--- src/rtl/frogger_pkg.sv ---
// Shared types and constants for the frogger sprite blocks.
// Optional build macro used by frog_ctrl: FROG_FACING_EN.
package frogger_pkg;

  localparam int SCREEN_W_DEF = 640;
  localparam int SCREEN_H_DEF = 480;

  localparam logic [5:0] COL_BLACK = 6'b000000;
  localparam logic [5:0] COL_WHITE = 6'b111111;

  typedef enum logic [1:0] {UP, DOWN, LEFT, RIGHT} dir_t;
  typedef enum logic [1:0] {IDLE, HOP, DYING, GAMEOVER} frog_state_t;

  // One-deep pending hop request
  typedef struct packed {
    logic valid;
    dir_t dir;
  } hop_req_t;

  // Signed column displacement for a move of 'step' pixels in direction d
  function automatic logic signed [10:0] step_dx(input dir_t d, input int step);
    logic signed [10:0] s;
    s = 11'(step);
    case (d)
      RIGHT:   return s;
      LEFT:    return -s;
      default: return 11'sd0;
    endcase
  endfunction

  // Signed row displacement (screen rows grow downward)
  function automatic logic signed [10:0] step_dy(input dir_t d, input int step);
    logic signed [10:0] s;
    s = 11'(step);
    case (d)
      DOWN:    return s;
      UP:      return -s;
      default: return 11'sd0;
    endcase
  endfunction

endpackage

--- src/rtl/frog_render.sv ---
// Registered sprite coverage/colour for one square sprite; latency 1 clk.
// Optional eye stripe along the facing edge when eye_en is high.
module frog_render
  import frogger_pkg::*;
#(
  parameter int SIZE      = 32,
  parameter int EYE_DEPTH = 4
) (
  input  logic       clk,
  input  logic       rst_n,
  input  logic [9:0] colPos,
  input  logic [9:0] rowPos,
  input  logic [9:0] spr_x,
  input  logic [9:0] spr_y,
  input  logic [5:0] body_color,
  input  logic       eye_en,
  input  dir_t       facing,
  output logic [5:0] color,
  output logic       pix_valid
);

  logic [10:0] dx, dy;
  logic        covered, eye;
  logic [5:0]  px_color;

  // Offsets into the sprite; only meaningful when scan >= sprite origin
  assign dx = {1'b0, colPos} - {1'b0, spr_x};
  assign dy = {1'b0, rowPos} - {1'b0, spr_y};
  assign covered = (colPos >= spr_x) && (dx < 11'(SIZE)) &&
                   (rowPos >= spr_y) && (dy < 11'(SIZE));

  // Eye stripe selection along the edge the sprite faces
  always_comb begin
    eye = 1'b0;
    case (facing)
      UP:    eye = dy <  11'(EYE_DEPTH);
      DOWN:  eye = dy >= 11'(SIZE - EYE_DEPTH);
      LEFT:  eye = dx <  11'(EYE_DEPTH);
      RIGHT: eye = dx >= 11'(SIZE - EYE_DEPTH);
      default: eye = 1'b0;
    endcase
    px_color = (eye_en && eye) ? COL_WHITE : body_color;
  end

  // Register colour and coverage for the pixel mux
  always_ff @(posedge clk or negedge rst_n) begin
    if (!rst_n) begin
      color     <= COL_BLACK;
      pix_valid <= 1'b0;
    end else begin
      color     <= covered ? px_color : COL_BLACK;
      pix_valid <= covered && (px_color != COL_BLACK);
    end
  end

endmodule

--- src/rtl/frog_ctrl.sv ---
// Frog sprite engine: position, grid hops, clamping, death/respawn, lives.
// Build macro FROG_FACING_EN adds a facing register and eye stripe.
module frog_ctrl
  import frogger_pkg::*;
#(
  parameter int          SCREEN_W     = SCREEN_W_DEF,
  parameter int          SCREEN_H     = SCREEN_H_DEF,
  parameter int          FROG_SIZE    = 32,
  parameter int          HOP_STEP     = 32,
  parameter int          HOP_FRAMES   = 4,
  parameter int          START_X      = 304,
  parameter int          START_Y      = 448,
  parameter int          LIVES        = 3,
  parameter int          DEATH_FRAMES = 30,
  parameter logic [5:0]  FROG_COLOR   = 6'b110000,
  parameter logic [5:0]  DEATH_COLOR  = 6'b111100
) (
  input  logic       clk,
  input  logic       rst_n,
  input  logic       frame_tick,
  input  logic       btn_up,
  input  logic       btn_down,
  input  logic       btn_left,
  input  logic       btn_right,
  input  logic       hit,
  input  logic [9:0] colPos,
  input  logic [9:0] rowPos,
  output logic [9:0] frog_x,
  output logic [9:0] frog_y,
  output logic [5:0] color,
  output logic       pix_valid,
  output logic [2:0] lives,
  output logic       goal,
  output logic       game_over
);

  localparam int STEP = HOP_STEP / HOP_FRAMES;
  localparam int HCW  = (HOP_FRAMES < 2) ? 1 : $clog2(HOP_FRAMES);
  // At least 3 bits so bit 2 selects the 4-frame flash block
  localparam int DCW  = ($clog2(DEATH_FRAMES + 1) < 3) ? 3 : $clog2(DEATH_FRAMES + 1);
  localparam logic signed [10:0] MAX_X = 11'(SCREEN_W - FROG_SIZE);
  localparam logic signed [10:0] MAX_Y = 11'(SCREEN_H - FROG_SIZE);
  localparam logic signed [10:0] SX    = 11'(START_X);
  localparam logic signed [10:0] SY    = 11'(START_Y);

  frog_state_t state, state_nxt;
  hop_req_t    req;
  dir_t        edge_dir, hop_dir;
  logic [3:0]  btn, btn_q, rise;
  logic signed [10:0] pos_x, pos_y, tgt_x, tgt_y, cand_x, cand_y;
  logic [HCW-1:0] hop_cnt;
  logic [DCW-1:0] death_cnt;
  logic        in_range, accept, drop, arrive, expire;
  logic [5:0]  body_color;
  logic        eye_en;
  dir_t        facing;

  assign btn    = {btn_right, btn_left, btn_down, btn_up};
  assign rise   = btn & ~btn_q;
  assign frog_x = pos_x[9:0];
  assign frog_y = pos_y[9:0];

  // Same-cycle edges resolve up > down > left > right
  always_comb begin
    edge_dir = RIGHT;
    if (rise[0])      edge_dir = UP;
    else if (rise[1]) edge_dir = DOWN;
    else if (rise[2]) edge_dir = LEFT;
  end

  // Candidate landing spot for the pending request, with range check
  always_comb begin
    cand_x   = pos_x + step_dx(req.dir, HOP_STEP);
    cand_y   = pos_y + step_dy(req.dir, HOP_STEP);
    in_range = (cand_x >= 11'sd0) && (cand_x <= MAX_X) &&
               (cand_y >= 11'sd0) && (cand_y <= MAX_Y);
  end

  // State register
  always_ff @(posedge clk or negedge rst_n) begin
    if (!rst_n) state <= IDLE;
    else        state <= state_nxt;
  end

  // Next-state logic; every transition waits for frame_tick
  always_comb begin
    state_nxt = state;
    accept    = 1'b0;
    drop      = 1'b0;
    arrive    = 1'b0;
    expire    = 1'b0;
    if (frame_tick) begin
      case (state)
        IDLE: begin
          if (hit) state_nxt = DYING;
          else if (req.valid) begin
            if (in_range) begin
              accept    = 1'b1;
              state_nxt = HOP;
            end else begin
              drop = 1'b1;
            end
          end
        end
        HOP: begin
          if (hit) state_nxt = DYING;
          else if (hop_cnt == HCW'(HOP_FRAMES - 1)) begin
            arrive    = 1'b1;
            state_nxt = IDLE;
          end
        end
        DYING: begin
          if (death_cnt == DCW'(DEATH_FRAMES - 1)) begin
            expire    = 1'b1;
            state_nxt = (lives == 3'd1) ? GAMEOVER : IDLE;
          end
        end
        default: state_nxt = state;
      endcase
    end
  end

  // Output decode: body colour, flashing on alternate 4-frame blocks while dying
  always_comb begin
    body_color = FROG_COLOR;
    if (state == DYING) body_color = death_cnt[2] ? COL_BLACK : DEATH_COLOR;
  end

  // Button edge history and one-deep request buffer (newest edge wins)
  always_ff @(posedge clk or negedge rst_n) begin
    if (!rst_n) begin
      btn_q <= 4'b0;
      req   <= '{valid: 1'b0, dir: UP};
    end else begin
      btn_q <= btn;
      if (|rise)                           req <= '{valid: 1'b1, dir: edge_dir};
      else if (accept || drop || expire)   req.valid <= 1'b0;
    end
  end

  // Position, hop/death counters, lives and goal/game-over flags
  always_ff @(posedge clk or negedge rst_n) begin
    if (!rst_n) begin
      pos_x     <= SX;
      pos_y     <= SY;
      tgt_x     <= SX;
      tgt_y     <= SY;
      hop_dir   <= UP;
      hop_cnt   <= '0;
      death_cnt <= '0;
      lives     <= 3'(LIVES);
      goal      <= 1'b0;
      game_over <= 1'b0;
    end else begin
      goal <= 1'b0;
      if (frame_tick) begin
        case (state)
          IDLE: begin
            hop_cnt   <= '0;
            death_cnt <= '0;
            if (accept) begin
              tgt_x   <= cand_x;
              tgt_y   <= cand_y;
              hop_dir <= req.dir;
            end
          end
          HOP: begin
            if (hit) begin
              death_cnt <= '0;
            end else if (arrive) begin
              hop_cnt <= '0;
              if (tgt_y == 11'sd0) begin
                goal  <= 1'b1;
                pos_x <= SX;
                pos_y <= SY;
              end else begin
                pos_x <= tgt_x;
                pos_y <= tgt_y;
              end
            end else begin
              pos_x   <= pos_x + step_dx(hop_dir, STEP);
              pos_y   <= pos_y + step_dy(hop_dir, STEP);
              hop_cnt <= hop_cnt + HCW'(1);
            end
          end
          DYING: begin
            if (expire) begin
              death_cnt <= '0;
              lives     <= lives - 3'd1;
              if (lives == 3'd1) begin
                game_over <= 1'b1;
              end else begin
                pos_x <= SX;
                pos_y <= SY;
              end
            end else begin
              death_cnt <= death_cnt + DCW'(1);
            end
          end
          default: ;
        endcase
      end
    end
  end

`ifdef FROG_FACING_EN
  // Facing follows each accepted hop
  always_ff @(posedge clk or negedge rst_n) begin
    if (!rst_n)      facing <= UP;
    else if (accept) facing <= req.dir;
  end
  assign eye_en = (state != DYING);
`else
  assign facing = UP;
  assign eye_en = 1'b0;
`endif

  frog_render #(
    .SIZE      (FROG_SIZE),
    .EYE_DEPTH (4)
  ) u_render (
    .clk        (clk),
    .rst_n      (rst_n),
    .colPos     (colPos),
    .rowPos     (rowPos),
    .spr_x      (frog_x),
    .spr_y      (frog_y),
    .body_color (body_color),
    .eye_en     (eye_en),
    .facing     (facing),
    .color      (color),
    .pix_valid  (pix_valid)
  );

endmodule

--- config.mk ---
export PLATFORM = sky130hd
export DESIGN_NAME = frog_ctrl
export DESIGN_NICKNAME = d
export VERILOG_FILES = /design/src/rtl/frogger_pkg.sv /design/src/rtl/frog_render.sv /design/src/rtl/frog_ctrl.sv
export SDC_FILE = /design/constraint.sdc
export NUM_CORES = 1
export LEC_CHECK = 0
export CAP_MARGIN = 10
export CORE_ASPECT_RATIO = 0.6
export CORE_UTILIZATION = 51
export CTS_CLUSTER_SIZE = 14
export DETAILED_ROUTE_END_ITERATION = 6
export PLACE_DENSITY = 0.77
export SLEW_MARGIN = 20
export SYNTH_ARGS = -nofsm -noshare
export SYNTH_HDL_FRONTEND = slang
export SYNTH_SLANG_ARGS = --single-unit
--- constraint.sdc ---
create_clock -name clk -period 2.66 [get_ports clk]
set_clock_uncertainty 0.1 [all_clocks]
set_input_delay 0.266 -clock clk [delete_from_list [all_inputs] [get_ports clk]]
set_output_delay 0.266 -clock clk [all_outputs]
set_load 0.05 [all_outputs]
==> impl_metrics.json <==
{
  "status": "complete, but fails checks",
  "violations": "negative setup slack",
  "dpl_cell_area_um2": 5841,
  "hold_start": "btn_up",
  "clock_sinks": 69,
  "slew_headroom_pct": 55.27,
  "ys_seq_elements": 69,
  "vdd_drop_max_uv": 764.8,
  "regArea_um2": 1747,
  "port_buffers": 57,
  "synth_area_um2": 4833,
  "yosysTopAreaCell": "dfrtp_1",
  "clockBufferDepth": 2,
  "period_needed_ns": 2.866,
  "worstSetupStartpointType": "register",
  "first_pass_iters": 5,
  "die_w_um": 127.7,
  "n_antenna_cell": 0,
  "vias": 4151,
  "grt-ovfl-total": 0,
  "synth_ff_type": "dfrtp_1",
  "timing.final.crit_share_pct": 107.8,
  "grt_max_degree": 42,
  "drc": 0,
  "crit_start": "req[0]",
  "wirelength_um": 13440,
  "vias_per_cell": 5.718,
  "hold_violations": 0,
  "power.leakage_uw": 0.002957,
  "timing_worst_setup_path_type": "reg -> reg",
  "cp_max_fo": 4,
  "setup_tns_ns": -3.757,
  "cp.arrival_ns": 2.98,
  "syn_area_per_cell_um2": 9.824,
  "drive_gt1_share_pct": 26.34,
  "cts_buffers": 9,
  "pin_count": 60,
  "setup_viol": 25,
  "holdCritPathClass": "in -> reg",
  "clock_latency_ns": 0.34,
  "synthArstFlopShare_pct": 100.0,
  "clkTransAtPathRegs_ns": 0.05,
  "syn-instance-count": 492,
  "synth_cell_types": 57,
  "rsz0062_at_grt": "true",
  "worst_pin_slew_ns": 0.6710,
  "synth.most_common_cell": "dfrtp_1",
  "dp_hpwl_um": 9757,
  "fill_cells": 670,
  "preCtsSetupSlack_ns": -0.5816,
  "yosys_warnings": 0,
  "track_usage_pct": 28.75,
  "end_kind": "register",
  "cts_tree": "yes",
  "core_area_um2": 9189,
  "drtIter0Drc": 415,
  "final_nets": 672,
  "num_rows": 27,
  "synth.area.top_cells": "dfrtp_1 (28%), ha_1 (13%), dfstp_2 (7.6%), buf_4 (3.9%), mux2_1 (3.7%)",
  "gp_congestion": 0.9849,
  "max_freq_mhz": 348.9,
  "required_ns": 2.77,
  "postRouteAntennaNets": 0,
  "stdcell_area_um2": 6449,
  "powerDensity_nw_per_um2": 1251,
  "grt_pass1_wl_um": 21430,
  "synth-edff-count": 0,
  "cts-htree-levels": 3,
  "netlist.area_leader.share_pct": 28.48,
  "synth_common_cells": "dfrtp_1 (55), ha_1 (50), inv_1 (38), a21oi_1 (30), nand2_1 (27)",
  "r2r-start": "req[0]",
  "clockRootBuffer": "clkbuf_16",
  "syn_to_final_growth_pct": 33.42,
  "ys_seq_area_share_pct": 36.09,
  "die-area_um2": 9883,
  "die_h_um": 77.41,
  "post_drt_wl_per_cell_um": 18.51,
  "multi_input_area_um2": 3027,
  "first_global_vias": 4095,
  "slew_viol_final": 0,
  "worst_slack_ns": -0.2064,
  "antenna_found_initial": 0,
  "start_util_pct": 52.60,
  "maxCapViolations": 0
}
[power by group]
part | internal, µW | total (µW) | switching, µW
registers | 1400 | 1680 | 278
logic | 2440 | 5310 | 2870
clock network | 630 | 1080 | 454
[path summary, 6_finish.rpt]
check                                 end  slack [ns]  depth (start not counted)
min in group asynchronous        pos_x[1]        0.40                          2
worst max-delay path             state[1]       -0.21                         10
worst max register to register   state[1]       -0.21                         10
worst min-delay path             btn_q[0]        0.29                          1
worst min register to register  game_over        0.35                          1
max in group asynchronous        tgt_x[8]        1.32                          3
[cell families after synthesis]
logic type / after synthesis / synth area share (%)
compound gates: 119 / 16.88
simple gates: 118 / 12.76
buf+inv: 74 / 7.999
flops: 69 / 36.09
fa+ha+maj: 53 / 14.19
mux: 30 / 6.938
xor+xnor: 28 / 5.074
other cells: 1 / 0.07759
[routing by layer]
layer	up-vias	wire length (µm)	track usage, %	share of wire, %
met2	165	5998	44.75	45
li1	1938	-	-	-
met4	0	191	6.706	1.4
met1	2026	6318	41.00	47
met5	-	0	0	0
met3	22	929	6.207	6.9
[per-stage QoR]
step / cells / util, % / total power (µW) / hold slack (ns)
floorplan: 493 / - / 4919 / -0.1296
global placement: 702 / 63.56 / 6154 / 0.2218
detailed placement: 702 / 63.56 / 6318 / 0.2342
CTS: 724 / 69.40 / 7774 / 0.2930
global route: 726 / 70.18 / 8582 / 0.3168
finish: 726 / 70.18 / 8068 / 0.2940
[layout make-up]
class	count	area share, %
multi-input combinational	350	46.93
sequential	69	27.09
timing repair buffer	123	17.17
clock buffer	12	3.667
tap	130	2.522
inverter	38	2.212
clock inverter	4	0.4075
[repair_timing]
action                     in CTS  in global routing
hold endpoints to repair       26                  0
setup endpoints to repair      25                 30
gates resized for setup        42                 13
pin swaps                       8                 12
hold buffers                    1                  0
buffers inserted                5                  2
[flip-flops by register name, indices dropped and copies added (netlist names), 3 cells and up]
register and flops:
pos_y 11, lives 3, tgt_x 11, req 3
btn_q 4, death_cnt 5, pos_x 11, tgt_y 11
[placed cells by master, fill, tap and decap left out, types with 12 or more instances in the layout]
cell type / instances
xor2_1: 12
nor2_1: 23
inv_1: 36
dfrtp_1: 53
xnor2_1: 14
nand2_1: 27
ha_1: 41
o21ai_0: 19
a21o_1: 12
buf_4: 58
mux2_4: 14
a21oi_1: 26
clkdlybuf4s50_1: 56
nor2b_1: 14
dfstp_2: 14
[critical path, stage by stage, from the launching register on]
cell and delay (ns):
dfrtp_2 0.46, nor2_4 0.27, ha_4 0.26, a211oi_4 0.26
nor2_1 0.08, xor2_1 0.17, a211oi_2 0.23, nand4_1 0.19
buf_4 0.19, a31o_4 0.23, mux2_4 0.30
Power figures use the tool's default switching activity.
